--- config.mk ---
export PLATFORM = sky130hd
export DESIGN_NAME = trigger_wheel_gen
export DESIGN_NICKNAME = d
export VERILOG_FILES = /design/src/rtl/trigger_wheel_gen.sv
export SDC_FILE = /design/constraint.sdc
export NUM_CORES = 1
export LEC_CHECK = 0
export BUFFER_PORTS_ARGS = -buffer_cell sky130_fd_sc_hd__buf_4
export CAP_MARGIN = 0
export CORE_UTILIZATION = 59
export CTS_CLUSTER_DIAMETER = 80
export DETAILED_ROUTE_END_ITERATION = 8
export PLACE_DENSITY = 0.85
export SKIP_LAST_GASP = 1
export SLEW_MARGIN = 20
export SYNTH_ARGS = -nofsm -noshare
export SYNTH_HDL_FRONTEND = slang
export SYNTH_SLANG_ARGS = --single-unit
--- constraint.sdc ---
create_clock -name clk -period 3.88 [get_ports clk]
set_input_delay 0.388 -clock clk [delete_from_list [all_inputs] [get_ports clk]]
set_output_delay 0.388 -clock clk [all_outputs]
set_load 0.005 [all_outputs]
--- src/rtl/trigger_wheel_gen.sv ---
// trigger_wheel_gen
//   Crank/cam trigger-pattern generator. Emits an N-minus-M crank tooth train
//   with a runtime-programmable tooth period and a cam pulse once per 720 deg.
//
// Parameters
//   TEETH     : tooth positions per crank revolution (including missing), >= 3
//   MISSING   : missing teeth, occupying slots TEETH-MISSING .. TEETH-1
//   PERIOD_W  : width of tooth_period
//   CAM_TOOTH : slot in which cam_out is high on cam-phase-0 revolutions
//   IDX_W     : width of tooth_idx
//
// Ports
//   clk          : EFI clock, rising edge
//   reset_n      : synchronous reset, active low
//   enable       : run when 1, idle when 0
//   tooth_period : clk cycles per tooth slot (values below 2 act as 2)
//   crank_out    : high for the first floor(P/2) cycles of each present slot
//   cam_out      : high for the whole CAM_TOOTH slot every second revolution
//   tooth_idx    : current tooth slot
//   rev_strobe   : one-cycle pulse on the first cycle after a revolution wrap
module trigger_wheel_gen #(
    parameter int TEETH     = 36,
    parameter int MISSING   = 1,
    parameter int PERIOD_W  = 16,
    parameter int CAM_TOOTH = 0,
    parameter int IDX_W     = $clog2(TEETH)
) (
    input  logic                clk,
    input  logic                reset_n,
    input  logic                enable,
    input  logic [PERIOD_W-1:0] tooth_period,
    output logic                crank_out,
    output logic                cam_out,
    output logic [IDX_W-1:0]    tooth_idx,
    output logic                rev_strobe
);

    typedef enum logic {
        ST_IDLE,
        ST_RUN
    } state_t;

    // One extra bit so TEETH-MISSING still fits when MISSING = 0.
    localparam logic [IDX_W:0]   PRESENT  = (IDX_W+1)'(TEETH - MISSING);
    localparam logic [IDX_W-1:0] LAST     = IDX_W'(TEETH - 1);
    localparam logic [IDX_W-1:0] CAM_SLOT = IDX_W'(CAM_TOOTH);
    localparam logic [PERIOD_W-1:0] P_MIN = PERIOD_W'(2);

    state_t              state, state_nxt;
    logic [PERIOD_W-1:0] cnt, cnt_nxt;
    logic [PERIOD_W-1:0] p_lat, p_lat_nxt;
    logic [PERIOD_W-1:0] p_eff;
    logic [IDX_W-1:0]    tooth, tooth_nxt;
    logic                cam_ph, cam_ph_nxt;
    logic                wrap, wrap_nxt;
    logic                running;

    always_ff @(posedge clk) begin
        if (!reset_n) begin
            state  <= ST_IDLE;
            cnt    <= '0;
            p_lat  <= '0;
            tooth  <= '0;
            cam_ph <= 1'b0;
            wrap   <= 1'b0;
        end else begin
            state  <= state_nxt;
            cnt    <= cnt_nxt;
            p_lat  <= p_lat_nxt;
            tooth  <= tooth_nxt;
            cam_ph <= cam_ph_nxt;
            wrap   <= wrap_nxt;
        end
    end

    always_comb begin
        state_nxt  = state;
        cnt_nxt    = cnt;
        p_lat_nxt  = p_lat;
        tooth_nxt  = tooth;
        cam_ph_nxt = cam_ph;
        wrap_nxt   = 1'b0;
        p_eff      = (tooth_period < P_MIN) ? P_MIN : tooth_period;

        case (state)
            ST_IDLE: begin
                cnt_nxt    = '0;
                tooth_nxt  = '0;
                cam_ph_nxt = 1'b0;
                if (enable) begin
                    state_nxt = ST_RUN;
                    p_lat_nxt = p_eff;
                end
            end
            ST_RUN: begin
                if (!enable) begin
                    state_nxt  = ST_IDLE;
                    cnt_nxt    = '0;
                    p_lat_nxt  = '0;
                    tooth_nxt  = '0;
                    cam_ph_nxt = 1'b0;
                end else if (cnt < p_lat - PERIOD_W'(1)) begin
                    cnt_nxt = cnt + 1'b1;
                end else begin
                    // Period is only resampled at slot boundaries so a
                    // slot never changes length part-way through.
                    cnt_nxt   = '0;
                    p_lat_nxt = p_eff;
                    if (tooth == LAST) begin
                        tooth_nxt  = '0;
                        cam_ph_nxt = ~cam_ph;
                        wrap_nxt   = 1'b1;
                    end else begin
                        tooth_nxt = tooth + 1'b1;
                    end
                end
            end
            default: state_nxt = ST_IDLE;
        endcase
    end

    // Outputs decode registered state only; no input reaches them directly.
    assign running    = (state == ST_RUN);
    assign crank_out  = running && ({1'b0, tooth} < PRESENT) && (cnt < (p_lat >> 1));
    assign cam_out    = running && (tooth == CAM_SLOT) && !cam_ph;
    assign tooth_idx  = tooth;
    assign rev_strobe = wrap;

endmodule
==> results.md, run 1 <==
- Status: finished clean
- Tot GR Track Use: 0.2596
- Post-CTS setup buffer count: 0
- FF+latch count, synth: 41
- Clock-pin slew on the worst setup and hold paths: 0.07 ns
- Crit path depth: 12
- Remaining antenna violation count: 0
- Synth warn: 0
- Crit-path cells: nor4_1, buf_4, nand3_1, nor4_1, xnor2_1, ha_1, nand2_1, nor4_4, a32oi_1, buf_4, a21oi_2, a22o_2
- Startpoint Class: register
- Fill cell count: 332
- Core ar.: 4354 um2
- H-tree lvl count: 2
- Number of failing hold endpoints at the final stage: 0
- Synth Flop Type: dfxtp_1
- Worst-Skew Late Latency: 0.29 ns
- Slowest cell delay on critical path: 0.48 ns
- Final setup violation count: 0
- Post-Route Utilization: 0.6940
- Fmax: 0.2939 GHz
- Slew margin rel.: 0.4876
- Setup TNS: 0 ns
- Ports: 28
- Worst reg2reg path depth: 12
- Syn Nets: 356
- Leakage power: 1.258 nW
- Max Clock Skew: 0.004546 ns
- Final WL: 5890 um
- Layout Cells excl Fill: 387
- Die width: 69.51 um
- CTS max path bufs: 2
- Share of layout cells above drive strength 1: 0.1731
- Nets: 387
- Sequential area share after synthesis: 0.3053
- RSZ-0062 raised after global routing: no
- Setup CP Type: reg2reg
- Synth-to-layout area growth: 12.38%
- CTS Hold Bufs: 0
- Placed cell count: 380
- Switching portion of total power: 0.2773
- Post_cts resized: 0
- Slowest CP cell: nor4_4
- Antenna cells: 0
- Initial drt markers: 136
- Starting density of the core: 0.6175
- Worst EP required: 4.12 ns
- Number of synthesized flops with an enable pin: 0
- Global placement routability congestion: 0.8694
- HP Class: in2reg
- Grt ovf: 0
- Post-synthesis async set-or-reset flop share: 0
- Fin crit share: 0.8770
- Synth Instances: 304
- Die area: 4832 um2
- Buffers on Ports: 27
- Via density: 6.142
- Drt drc: 0
- Root Buffer: clkbuf_8
- Antenna violations before repair: 0
- Pwr/cell area: 300.4 nW/um2
- Portion of total power attributed to sequential cells: 0.493
- Row count: 24
- Count of pins over their slew limit: 0
- Crit path max-delay family: simple AND/OR/NAND/NOR gates
- Worst Setup End Kind: register
- Power Internal: 0.0006561 W
- Vias in the first global route: 2238
- Max Cap Violations: 0
- CTS tree: built
- Net Sw Power: 0.0002518 W
- Die Y-Extent: 69.51 um
- Peak VDD IR: 0.2021 mV
- Hold depth: 2
- CTS buffer count: 5
- CP Buf/Inv Count: 2
- Comb power frac: 0.198
- First-pass GRT wire length: 10050 um
- Sink Count: 41
- Mean Syn Cell Area: 8.845 um2
- Mapped Area: 2689 um2
- Largest net degree at the start of global routing: 16
- Drt pass-1 iters: 4
- Largest fanout on the critical path: 13
- Worst Tran Pin Value: 0.7606 ns
- Arrival time worst endpoint: 3.64 ns
- Clock Power Share: 0.309
- Synth unique cells: 52
- Routed vias: 2377
- Drt wl/cell: 15.22 um
- Period minus WS final: 3.403 ns
- HPWL after DPL: 4627 um
==> cell usage in the layout (no fill, tap or decap), types with 5 or more instances in the layout <==
cell type,n
xnor2_1,19
nand3_1,15
xor2_1,8
inv_1,21
a21o_1,6
buf_4,29
nor3_1,10
o21ai_0,9
nand2_1,22
nor4_1,8
clkbuf_8,6
nand4_1,9
a21oi_1,14
nor2_1,28
a22o_2,9
ha_1,33
dfxtp_1,41
a32o_1,5
==> metal layers <==
metal  vias up  track usage  part of all wire
met5         -            0                 0
met1      1106       0.3388              0.47
li1       1180            -                 -
met3        12      0.04797             0.051
met2        79       0.4196              0.46
met4         0       0.1088             0.022
==> state kept, by name (all words and copies together), names as in the netlist <==
register / count
p_lat: 16
cam_ph: 1
rev_strobe: 1
running: 1
cnt: 16
tooth_idx: 6
==> synth_stat cells, drive strengths merged, types with 5 or more instances <==
cell type	number	area, um2
and3	5	36.28
a22o	13	125.1
inv	21	78.83
xnor2	19	166.4
ha	33	412.9
a32o	6	61.31
xor2	8	70.07
nor3	10	50.05
buf	5	36.28
nor2	28	105.1
a21oi	15	78.83
nand2	23	88.84
o21ai	10	50.04
nor4	9	71.32
dfxtp	41	820.8
nand4	9	56.30
nand3	16	85.08
a21o	7	53.80
==> through the flow <==
step / hold WS, ns / instance area [um2] / setup slack (ns) / total power, W
global route: 0.3099 / 3022 / 0.1079 / 0.0009542
detailed placement: 0.4696 / 2935 / 0.5303 / 0.0006330
CTS: 0.3131 / 3022 / 0.4811 / 0.0009094
floorplan: 0.4428 / 2689 / 0.6252 / 0.0005839
finish: 0.3180 / 3022 / 0.4771 / 0.0009078
global placement: 0.4624 / 2935 / 0.6352 / 0.0006252
==> power groups by stage <==
| stage | clock network [W] | logic [W] | registers [W] |
|---|---|---|---|
| after global placement | 0 | 0.000169 | 0.000456 |
| final | 0.000281 | 0.000180 | 0.000447 |
| after global routing | 0.000305 | 0.000200 | 0.000449 |
| after detailed placement | 0 | 0.000177 | 0.000456 |
| after CTS | 0.000283 | 0.000180 | 0.000447 |
| after floorplan | 0 | 0.000133 | 0.000451 |
==> kinds of logic (layout without fill, tap and decap cells) <==
group,count (synthesis),after routing,share of synthesized area
and+or+nand+nor,110,110,0.2094
muxes,1,1,0.003723
AOI/OAI and AO/OA,66,66,0.1973
buffers and inverters,26,57,0.04281
DFF,41,41,0.3053
adders and majority gates,33,33,0.1536
xor gates and xnor gates,27,27,0.08795
==> area by class of cell <==
cell class | count | area (um2) | area share
clock buffers | 7 | 86.33 | 0.02857
inverters | 21 | 78.83 | 0.02609
multi-input cells | 237 | 1753 | 0.5801
flip-flops and latches | 41 | 820.8 | 0.2716
well taps | 52 | 65.06 | 0.02153
repair buffers | 29 | 217.7 | 0.07205
==> final timing paths <==
kind | slack (ns) | startpoint | to
min | 0.32 | tooth_period[10] | p_lat[10]$_SDFFE_PN0P_
min reg2reg | 0.48 | cam_ph$_SDFFE_PN0P_ | cam_ph$_SDFFE_PN0P_
max reg2reg | 0.48 | p_lat[2]$_SDFFE_PN0P_ | p_lat[14]$_SDFFE_PN0P_
max | 0.48 | p_lat[2]$_SDFFE_PN0P_ | p_lat[14]$_SDFFE_PN0P_
(Power assumes the default switching activity.)
==> inputs of run 2 (changes only) <==
--- a/config.mk
+++ b/config.mk
@@ -11,6 +11,7 @@
 export CTS_CLUSTER_DIAMETER = 80
 export DETAILED_ROUTE_END_ITERATION = 8
 export PLACE_DENSITY = 0.85
+export RECOVER_POWER = 100
 export SKIP_LAST_GASP = 1
 export SLEW_MARGIN = 20
 export SYNTH_ARGS = -nofsm -noshare
==> run 2 against run 1 <==
Combinational power about the same. Routed wire length increased by 0.42%. Critical path depth unchanged. Highest routed layer unchanged. Critical endpoint unchanged. Core utilization shrank 0.14 points. Total power shrank 0.26%. Maximum frequency decreased by 0.81%. Clock power hardly changed. Non-clock buffer count stayed put. Worst hold slack better by 0.00066 ns. Count of clock-buffer cells in the layout is the same. Cell area decreased by 0.21%. First-iteration DRC count down 8.8%.
==> results.md, run 2 (synthesized netlist as in run 1, its figures left out) <==
- Leakage power: 1.250 nW (-0.60%)
- Die Y-Extent: 69.51 um (unchanged)
- Commonest cells after routing, fill and taps aside: dfxtp_1, ha_1, nor2_1
- Tot GR Track Use: 0.2596 (unchanged)
- Fmax: 0.2915 GHz (-0.81%)
- Post-CTS setup buffer count: 0 (unchanged)
- Drt drc: 0 (unchanged)
- Arrival time worst endpoint: 3.67 ns (+0.03 ns)
- Core ar.: 4354 um2 (unchanged)
- Beginning of the critical path: p_lat[2]$_SDFFE_PN0P_
- Sequential cell area: 820.8 um2 (unchanged)
- Die area: 4832 um2 (unchanged)
- CTS tree: built
- H-tree lvl count: 2 (unchanged)
- Worst Setup End Kind: register
- Initial drt markers: 124 (-8.8%)
- Total power: 0.0009054 W (-0.26%)
- Grt ovf: 0 (unchanged)
- Global placement routability congestion: 0.8694 (unchanged)
- Starting density of the core: 0.6175 (unchanged)
- Reg-to-reg critical path startpoint: p_lat[2]$_SDFFE_PN0P_
- Number of failing hold endpoints at the final stage: 0 (unchanged)
- Ports: 28 (unchanged)
- Nets: 387 (unchanged)
- Final WL: 5915 um (+0.42%)
- Remaining antenna violation count: 0 (unchanged)
- Setup TNS: 0 ns (unchanged)
- Slew margin rel.: 0.4880 (about the same)
- Worst reg2reg path depth: 12 (unchanged)
- Post_cts resized: 0 (unchanged)
- Post-Route Utilization: 0.6925 (-0.001437)
- Clock-pin slew on the worst setup and hold paths: 0.07 ns (about the same)
- Max Cap Violations: 0 (unchanged)
- Period minus WS final: 3.431 ns (+0.02771 ns)
- Max Clock Skew: 0.004588 ns (+0.00004205 ns)
- CTS Hold Bufs: 0 (unchanged)
- R2r setup slk: 0.45 ns (-0.03 ns)
- RSZ-0062 raised after global routing: no
- HP Class: in2reg
- Largest net degree at the start of global routing: 16 (unchanged)
- Slowest CP cell: nor4_4
- Commonest non-fill, non-tap cell in the layout: dfxtp_1
- Total placed instance area: 2935 um2 (unchanged)
- Root Buffer: clkbuf_8
- Peak VDD IR: 0.2021 mV (about the same)
- Drt wl/cell: 15.28 um (+0.42%)
- HPWL after DPL: 4627 um (unchanged)
- Fin Hold WS: 0.3187 ns (+0.0006650 ns)
- Status: finished clean
- Antenna cells: 0 (unchanged)
- Multi-input combinational cell area: 1750 um2 (-0.14%)
- Crit-path cells: nor4_1, buf_4, nand3_1, nor3_1, xnor2_1, ha_1, nand2_1, nor4_4, a32oi_1, buf_4, a21oi_2, a22o_2
- First-pass GRT wire length: 10050 um (unchanged)
- Via density: 6.142 (unchanged)
- Synth-to-layout area growth: 12.15%
- Worst Tran Pin Value: 0.7600 ns (-0.0005710 ns)
- Setup CP Type: reg2reg
- Worst EP required: 4.12 ns (about the same)
- Pwr/cell area: 300.3 nW/um2 (about the same)
- Most used cell, CP: buf_4
- Slowest cell delay on critical path: 0.51 ns (+0.03 ns)
- Buffers on Ports: 27 (unchanged)
- Antenna violations before repair: 0 (unchanged)
- Sink Count: 41 (unchanged)
- CTS max path bufs: 2 (unchanged)
- RR Endpoint: p_lat[14]$_SDFFE_PN0P_
- Hold path startpoint: tooth_period[10]
- Startpoint Class: register
- Worst-Skew Late Latency: 0.29 ns (about the same)
- Crit path to: p_lat[14]$_SDFFE_PN0P_
- Routed vias: 2377 (unchanged)
- Count of pins over their slew limit: 0 (unchanged)
- Fill cell count: 335 (+0.90%)
- Row count: 24 (unchanged)
- Fin crit share: 0.8842 (+0.007140)
- Drt pass-1 iters: 4 (unchanged)
- Finished Cell Area: 3015 um2 (-0.21%)
- Final setup violation count: 0 (unchanged)
- CTS buffer count: 5 (unchanged)
- Die width: 69.51 um (unchanged)
- Share of layout cells above drive strength 1: 0.1672 (-0.005970)
- Largest fanout on the critical path: 13 (unchanged)
- Vias in the first global route: 2238 (unchanged)
==> run 2: cell types whose count changed in the layout (fill, tap and decap cells not counted), sizes merged <==
cell and change:
buf -8, clkbuf +8
==> run 2: per-stage QoR <==
step                      setup slack (ns)  instances
after global placement              0.6352        380
final                               0.4494        387
after global routing               0.07635        387
after CTS                           0.4811        387
after detailed placement            0.5303        380
after floorplan                     0.6252        304
==> run 2: worst min-delay path by stage <==
stage	to	depth (start not counted)
3_5_place_dp	cam_ph$_SDFFE_PN0P_	2
4_1_cts	p_lat[10]$_SDFFE_PN0P_	2
5_1_grt	p_lat[6]$_SDFFE_PN0P_	2
2_1_floorplan	cam_ph$_SDFFE_PN0P_	2
6_report	p_lat[10]$_SDFFE_PN0P_	2
3_3_place_gp	cam_ph$_SDFFE_PN0P_	2
==> run 2: layer usage <==
metal / vias to the layer above / routed length, um / global-route usage
li1: 1182 / - / -
met1: 1121 / 2804 / 0.3388
met2: 64 / 2718 / 0.4196
met3: 10 / 269 / 0.04797
met4: 0 / 123 / 0.1088
met5: - / 0 / 0
==> run 2: final cells by class <==
cell class / count / share of cell area
Tap cell: 52 / 0.02158
Clock buffer: 7 / 0.02863
Timing Repair Buffer: 29 / 0.07095
Sequential cell: 41 / 0.2722
Inverter: 21 / 0.02614
Multi-Input combinational cell: 237 / 0.5805
==> run 2: worst max-delay path, delay by kind of cell (launching register included) <==
family / cells / cell delay, ns
buf+inv: 2 / 0.39
fa+ha+maj: 1 / 0.31
xor+xnor: 1 / 0.10
simple gates: 5 / 1.31
flops: 1 / 0.36
compound gates: 3 / 0.89
==> run 2: power by group <==
part	internal (W)	total, W	leakage (nW)	switching [W]
Combinational	0.0000823	0.000178	0.872	0.0000959
Clock	0.000141	0.000280	0.0443	0.000139
Sequential	0.000431	0.000447	0.333	0.0000160
